--- src/rtl/pll_phase_pkg.sv ---
// Shared types and constants for the ECP5 EHXPLLL dynamic phase-adjust initiator.
package pll_phase_pkg;

  typedef enum logic [2:0] {
    ST_IDLE,
    ST_SETUP,
    ST_PULSE,
    ST_GAP,
    ST_LOCKWAIT
  } state_t;

  localparam logic [1:0] SEL_CLKOS  = 2'd0;
  localparam logic [1:0] SEL_CLKOS2 = 2'd1;
  localparam logic [1:0] SEL_CLKOS3 = 2'd2;
  localparam logic [1:0] SEL_CLKOP  = 2'd3;

  localparam logic DIR_ADV = 1'b0;
  localparam logic DIR_RET = 1'b1;

  function automatic int unsigned max_of(input int unsigned a, input int unsigned b);
    return (a > b) ? a : b;
  endfunction

endpackage

--- src/rtl/sync_2ff.sv ---
// Two-flop synchroniser for slow level signals such as PLL lock.
module sync_2ff #(
  parameter int unsigned W = 1
) (
  input  logic         clk,
  input  logic         rst,
  input  logic [W-1:0] d,
  output logic [W-1:0] q
);

  logic [W-1:0] meta;

  always_ff @(posedge clk) begin
    if (rst) begin
      meta <= '0;
      q    <= '0;
    end else begin
      meta <= d;
      q    <= meta;
    end
  end

endmodule

--- src/rtl/pll_phase_stepper.sv ---
// Drives PHASESEL/PHASEDIR/PHASESTEP of an EHXPLLL, waits for relock and tracks
// the accumulated step position of each PLL output.
module pll_phase_stepper
  import pll_phase_pkg::*;
#(
  parameter int unsigned SETUP_CYCLES = 2,
  parameter int unsigned PULSE_CYCLES = 4,
  parameter int unsigned GAP_CYCLES   = 4,
  parameter int unsigned STEP_W       = 8,
  parameter int unsigned POS_W        = 8,
  parameter int unsigned LOCK_TIMEOUT = 1024
) (
  input  logic                 clk,
  input  logic                 rst,
  input  logic                 req_valid,
  output logic                 req_ready,
  input  logic [1:0]           req_sel,
  input  logic                 req_dir,
  input  logic [STEP_W-1:0]    req_steps,
  input  logic                 pll_locked,
  output logic [1:0]           phasesel,
  output logic                 phasedir,
  output logic                 phasestep,
  output logic                 busy,
  output logic                 done,
  output logic                 err,
  output logic [4*POS_W-1:0]   pos
);

  localparam int unsigned CNT_MAX =
    max_of(max_of(SETUP_CYCLES, PULSE_CYCLES), max_of(GAP_CYCLES, LOCK_TIMEOUT));
  localparam int unsigned CNT_W = $clog2(CNT_MAX + 1);

  localparam logic [CNT_W-1:0] SETUP_LOAD = CNT_W'(SETUP_CYCLES - 1);
  localparam logic [CNT_W-1:0] PULSE_LOAD = CNT_W'(PULSE_CYCLES - 1);
  localparam logic [CNT_W-1:0] GAP_LOAD   = CNT_W'(GAP_CYCLES - 1);
  localparam logic [CNT_W-1:0] LOCK_LOAD  = CNT_W'(LOCK_TIMEOUT - 1);

  state_t                     state;
  logic [CNT_W-1:0]           cnt;
  logic [STEP_W-1:0]          steps_left;
  logic [3:0][POS_W-1:0]      pos_q;
  logic                       lock_s;

  sync_2ff #(.W(1)) u_lock_sync (
    .clk (clk),
    .rst (rst),
    .d   (pll_locked),
    .q   (lock_s)
  );

  assign pos = pos_q;

  // Every state holds for a counted number of cycles; cnt==0 marks the last one.
  always_ff @(posedge clk) begin
    if (rst) begin
      state      <= ST_IDLE;
      cnt        <= '0;
      steps_left <= '0;
      pos_q      <= '0;
      req_ready  <= 1'b1;
      busy       <= 1'b0;
      done       <= 1'b0;
      err        <= 1'b0;
      phasestep  <= 1'b0;
      phasesel   <= SEL_CLKOS;
      phasedir   <= DIR_ADV;
    end else begin
      done <= 1'b0;
      case (state)
        ST_IDLE: begin
          if (req_valid && req_ready) begin
            phasesel   <= req_sel;
            phasedir   <= req_dir;
            steps_left <= req_steps;
            err        <= 1'b0;
            req_ready  <= 1'b0;
            busy       <= 1'b1;
            cnt        <= SETUP_LOAD;
            state      <= ST_SETUP;
          end
        end

        ST_SETUP: begin
          if (cnt == '0) begin
            if (steps_left == '0) begin
              cnt   <= LOCK_LOAD;
              state <= ST_LOCKWAIT;
            end else begin
              phasestep <= 1'b1;
              cnt       <= PULSE_LOAD;
              state     <= ST_PULSE;
            end
          end else begin
            cnt <= cnt - CNT_W'(1);
          end
        end

        ST_PULSE: begin
          if (cnt == '0) begin
            phasestep  <= 1'b0;
            steps_left <= steps_left - STEP_W'(1);
            // Position follows the falling edge of each completed step, mod 2^POS_W.
            if (phasedir == DIR_RET) begin
              pos_q[phasesel] <= pos_q[phasesel] - POS_W'(1);
            end else begin
              pos_q[phasesel] <= pos_q[phasesel] + POS_W'(1);
            end
            cnt   <= GAP_LOAD;
            state <= ST_GAP;
          end else begin
            cnt <= cnt - CNT_W'(1);
          end
        end

        ST_GAP: begin
          if (cnt == '0) begin
            if (steps_left != '0) begin
              phasestep <= 1'b1;
              cnt       <= PULSE_LOAD;
              state     <= ST_PULSE;
            end else begin
              cnt   <= LOCK_LOAD;
              state <= ST_LOCKWAIT;
            end
          end else begin
            cnt <= cnt - CNT_W'(1);
          end
        end

        ST_LOCKWAIT: begin
          if (lock_s) begin
            done      <= 1'b1;
            busy      <= 1'b0;
            req_ready <= 1'b1;
            state     <= ST_IDLE;
          end else if (cnt == '0) begin
            err       <= 1'b1;
            busy      <= 1'b0;
            req_ready <= 1'b1;
            state     <= ST_IDLE;
          end else begin
            cnt <= cnt - CNT_W'(1);
          end
        end

        default: begin
          phasestep <= 1'b0;
          busy      <= 1'b0;
          req_ready <= 1'b1;
          state     <= ST_IDLE;
        end
      endcase
    end
  end

endmodule

--- config.mk ---
export PLATFORM = sky130hd
export DESIGN_NAME = pll_phase_stepper
export DESIGN_NICKNAME = d
export VERILOG_FILES = /design/src/rtl/pll_phase_pkg.sv /design/src/rtl/sync_2ff.sv /design/src/rtl/pll_phase_stepper.sv
export SDC_FILE = /design/constraint.sdc
export NUM_CORES = 1
export LEC_CHECK = 0
export BUFFER_PORTS_ARGS = -buffer_cell sky130_fd_sc_hd__buf_4
export CORE_MARGIN = 2
export CORE_UTILIZATION = 53
export DETAILED_ROUTE_END_ITERATION = 10
export PLACE_DENSITY = 0.75
export SYNTH_ARGS = -nofsm -noshare
export SYNTH_HDL_FRONTEND = slang
export SYNTH_HIERARCHICAL = 1
export SYNTH_SLANG_ARGS = --single-unit
--- constraint.sdc ---
create_clock -name clk -period 2.45 [get_ports clk]
set_clock_uncertainty 0.05 [all_clocks]
set_input_delay 0.735 -clock clk [delete_from_list [all_inputs] [get_ports clk]]
set_output_delay 0.735 -clock clk [all_outputs]
set_load 0.05 [all_outputs]
==> flow_summary.html <==
<table>
<tr><th>Metric</th><th>Value</th></tr>
<tr><th colspan="2">Run status</th></tr>
<tr><td>Outcome</td><td>finished, final reports clean</td></tr>
<tr><th colspan="2">Placement</th></tr>
<tr><td>HPWL after detailed placement</td><td>6.34 mm</td></tr>
<tr><td>GPL Wtd Cong</td><td>0.932</td></tr>
<tr><td>Setup slack at placement</td><td>0.159 ns</td></tr>
<tr><td>Number of instances in the placed design</td><td>520</td></tr>
<tr><td>Number of input and output port buffers inserted</td><td>54</td></tr>
<tr><th colspan="2">Synthesis</th></tr>
<tr><td>Post-synthesis sequential element count</td><td>64</td></tr>
<tr><td>Count of mapped cells out of synthesis</td><td>401</td></tr>
<tr><td>Area share of and/or/nand/nor cells after synthesis</td><td>23.7%</td></tr>
<tr><td>Share of the synthesized netlist area taken by xor and xnor gates</td><td>2.02%</td></tr>
<tr><td>Most common cell in the synthesized netlist</td><td>dfxtp_1</td></tr>
<tr><td>Share of the synthesized area in the top cell type</td><td>36.9%</td></tr>
<tr><td>Multiplexer share of the synthesized area</td><td>8.07%</td></tr>
<tr><td>Synth Warn #</td><td>6</td></tr>
<tr><td>Post-synth EDFFs</td><td>0</td></tr>
<tr><td>Primary flip-flop cell chosen by synthesis mapping</td><td>dfxtp_1</td></tr>
<tr><td>Per-instance average area after synthesis</td><td>8.66 um2</td></tr>
<tr><td>Net count of the mapped netlist</td><td>422</td></tr>
<tr><td>Post-synthesis compound-gate area fraction</td><td>22.0%</td></tr>
<tr><td>Synth cell types</td><td>60</td></tr>
<tr><td>Combinational family with the most area after synthesis</td><td>simple AND/OR/NAND/NOR gates</td></tr>
<tr><td>Adder-cell area share of the yosys netlist</td><td>2.16%</td></tr>
<tr><td>Most area-consuming cells after synthesis</td><td>dfxtp_1 37%, mux4_2 5.2%, a21oi_1 4.6%</td></tr>
<tr><td>Summed instance area of the synthesized netlist</td><td>3470 um2</td></tr>
<tr><td>Share of flip-flops with an asynchronous set or reset after synthesis</td><td>0%</td></tr>
<tr><td>Largest area contributor in the netlist</td><td>dfxtp_1</td></tr>
<tr><td>Most frequent cells after synthesis</td><td>64 x dfxtp_1, 32 x a21oi_1, 31 x nor2_1</td></tr>
<tr><td>Sequential element share of the synthesized area</td><td>36.9%</td></tr>
<tr><th colspan="2">Finish</th></tr>
<tr><td>Number of standard cells in the layout, taps in and fillers out</td><td>537</td></tr>
<tr><td>Ant. Diodes</td><td>0</td></tr>
<tr><td>Share of layout cells above drive strength 1</td><td>25.7%</td></tr>
<tr><td>Layout overhead on the synthesized area</td><td>22.7%</td></tr>
<tr><td>Nets@finish</td><td>476</td></tr>
<tr><th colspan="2">Critical path</th></tr>
<tr><td>R2R depth</td><td>8</td></tr>
<tr><td>Critical path type</td><td>flip-flop to flip-flop</td></tr>
<tr><td>Worst-path maximum fanout</td><td>8</td></tr>
<tr><td>Worst setup SP type</td><td>flip-flop</td></tr>
<tr><td>Launch instance of the worst register-to-register path</td><td>phasesel[1]</td></tr>
<tr><td>Critical path arrival</td><td>2.52 ns</td></tr>
<tr><td>Critical Path End Type</td><td>flip-flop</td></tr>
<tr><td>Required time of the critical path</td><td>2.66 ns</td></tr>
<tr><td>Worst reg2reg setup slack</td><td>0.15 ns</td></tr>
<tr><td>Worst r2r dst</td><td>pos[4]</td></tr>
<tr><th colspan="2">CTS</th></tr>
<tr><td>CTS tree</td><td>done</td></tr>
<tr><td>Number of hold buffers added after cts</td><td>0</td></tr>
<tr><td>Clock latency of the later-clocked register in the worst-skew pair</td><td>0.35 ns</td></tr>
<tr><td>H-tree depth</td><td>3</td></tr>
<tr><td>Number of clock sinks</td><td>64</td></tr>
<tr><td>Total clock buffers created by CTS</td><td>9</td></tr>
<tr><td>Clk Tree Root Cell</td><td>clkbuf_8</td></tr>
<tr><td>Max Root-Sink Buffers</td><td>2</td></tr>
<tr><td>Clock edge transition at the registers on the reported setup and hold paths</td><td>0.08 ns</td></tr>
<tr><th colspan="2">Timing</th></tr>
<tr><td>Worst hold-check slack</td><td>0.396 ns</td></tr>
<tr><td>Setup tns final</td><td>0 ns</td></tr>
<tr><td>Final critical-path required period</td><td>2.30 ns</td></tr>
<tr><td>Max-slew violation count</td><td>0</td></tr>
<tr><td>Portion of the clock cycle consumed by the worst path in the final layout</td><td>94.0%</td></tr>
<tr><td>Setup WS post-layout</td><td>0.147 ns</td></tr>
<tr><td># setup viols final</td><td>0</td></tr>
<tr><td>Worst-Margin Slew</td><td>0.634 ns</td></tr>
<tr><td>Relative max-transition margin</td><td>57.3%</td></tr>
<tr><td>Final hold violation count</td><td>0</td></tr>
<tr><td>Maximum achievable frequency</td><td>0.434 GHz</td></tr>
<tr><td>Setup repair after global routing missed its margin</td><td>false</td></tr>
<tr><th colspan="2">GRT</th></tr>
<tr><td>Vias in the first global route</td><td>3002</td></tr>
<tr><td>First-pass GRT wire length</td><td>15.0 mm</td></tr>
<tr><td>Combined global-route utilization of all metal layers</td><td>25.9%</td></tr>
<tr><td>Number of antenna violations at the first check in global routing</td><td>0</td></tr>
<tr><td>Pin count of the biggest net entering global routing</td><td>33</td></tr>
<tr><td>Total congestion overflow</td><td>0</td></tr>
<tr><th colspan="2">Drt</th></tr>
<tr><td>Number of routed nets with antenna violations</td><td>0</td></tr>
<tr><td>Post-route DRC</td><td>0</td></tr>
<tr><td>Number of violations reported at the end of detailed-routing iteration 0</td><td>235</td></tr>
<tr><td>DR vias</td><td>3377</td></tr>
<tr><td>Wirelength, routed</td><td>9.26 mm</td></tr>
<tr><td>Via-per-instance ratio</td><td>6.29</td></tr>
<tr><td>Wire length per cell</td><td>17.2 um</td></tr>
<tr><td>Number of iterations in the first detailed-routing pass</td><td>5</td></tr>
<tr><th colspan="2">Job</th></tr>
<tr><td># Max-Cap Violations</td><td>0</td></tr>
<tr><th colspan="2">Min path</th></tr>
<tr><td>Hold EP</td><td>u_lock_sync/q</td></tr>
<tr><td>Min-Delay Path Depth</td><td>1</td></tr>
<tr><td>Hold wc startpoint</td><td>u_lock_sync/meta</td></tr>
<tr><td>Min-Delay Path Class</td><td>flip-flop to flip-flop</td></tr>
<tr><th colspan="2">Pwr</th></tr>
<tr><td>Total power divided by cell area</td><td>1060 nW/um2</td></tr>
<tr><td>VDD IR max</td><td>685 uV</td></tr>
<tr><td>Pleak</td><td>1.61 nW</td></tr>
<tr><th colspan="2">Floorplanning</th></tr>
<tr><td>Die Y</td><td>85.0 um</td></tr>
<tr><td>Starting utilization of the core area</td><td>54.7%</td></tr>
<tr><td>Number of ports placed on the die boundary</td><td>55</td></tr>
<tr><td>Floorplan die area</td><td>7220 um2</td></tr>
<tr><td>Area of the core region</td><td>6350 um2</td></tr>
<tr><td>Standard-cell rows</td><td>29</td></tr>
<tr><td>Width of the die</td><td>85.0 um</td></tr>
</table>
sequential cells by signal, summed over array words and instances, names as in the netlist, named ones only:
register          flops
phasedir              1
u_lock_sync/q         1
u_lock_sync/meta      1
state                 3
pos                  28
err                   1
phasesel              2
phasestep             1
done                  1
req_ready             1
steps_left            8
cnt                  11
busy                  1
layout by cell type (no fill, tap or decap), types with 5 or more instances in the layout:
cell       n
mux2i_1   10
inv_1     12
o31ai_1   14
a31oi_1    5
nor2_1    31
buf_4     72
o21ai_0   11
mux4_2     8
nand3_1   27
o311ai_0   8
or2_2      7
nor3_1    28
a21oi_1   32
nand2_1   27
a211oi_1   6
ha_1       6
clkbuf_8   9
dfxtp_1   62
per-layer routing:
layer / up-vias / part of all wire, % / routed length (um) / GRT usage [%]
li1: 1622 / - / - / -
met1: 1604 / 47 / 4360 / 37.3
met2: 138 / 45 / 4120 / 38.3
met3: 13 / 6.5 / 600 / 4.47
met4: 0 / 1.9 / 176 / 11.3
met5: - / 0 / 0 / 0
through the flow:
stage	total power [mW]	utilization, %	instance area, um2
3_5_place_dp	3.37	62.9	4000
3_3_place_gp	3.33	62.9	4000
6_report	4.53	67.1	4260
2_1_floorplan	2.82	-	3480
4_1_cts	4.49	66.8	4240
5_1_grt	4.78	67.1	4260
critical path: stages (launching register included):
cell and delay (ns):
dfxtp_4 0.42, mux4_2 0.61, inv_1 0.09, ha_1 0.16
nand2_1 0.10, nor3_1 0.26, a21oi_1 0.11, xor2_2 0.18
o31ai_1 0.23
layout make-up:
class	count	area, um2
clock inverters	7	120
flip-flops and latches	64	1290
well taps	77	96.3
clock buffers	9	124
repair buffers	73	561
fillers	538	2090
inverters	13	48.8
multi-input cells	294	2030
what timing repair did:
action / CTS / global route
endpoints found under the setup margin: 0 / 8
gates resized for setup: 0 / 4
buffers inserted: 0 / 1
power breakdown:
group / internal, mW / total, mW / switching [mW]
Combinational: 0.776 / 2.07 / 1.29
Sequential: 1.19 / 1.34 / 0.148
Clock: 0.677 / 1.12 / 0.445
Total: 2.65 / 4.53 / 1.88
how the worst max path moves through the flow:
stage	start	depth (start not counted)	to
final	phasesel[1]	8	pos[4]
after global routing	phasesel[1]	8	pos[4]
after CTS	phasesel[1]	8	pos[4]
after detailed placement	cnt[2]	5	pos[22]
after global placement	phasesel[1]	6	pos[4]
after floorplan	phasesel[1]	6	pos[14]
cell families after synthesis:
kind of cell,Yosys count
AOI/OAI and AO/OA,106
xor gates and xnor gates,8
adders and majority gates,6
buffers and inverters,43
DFF,64
muxes,18
and+or+nand+nor,156
(Power assumes the default switching activity.)
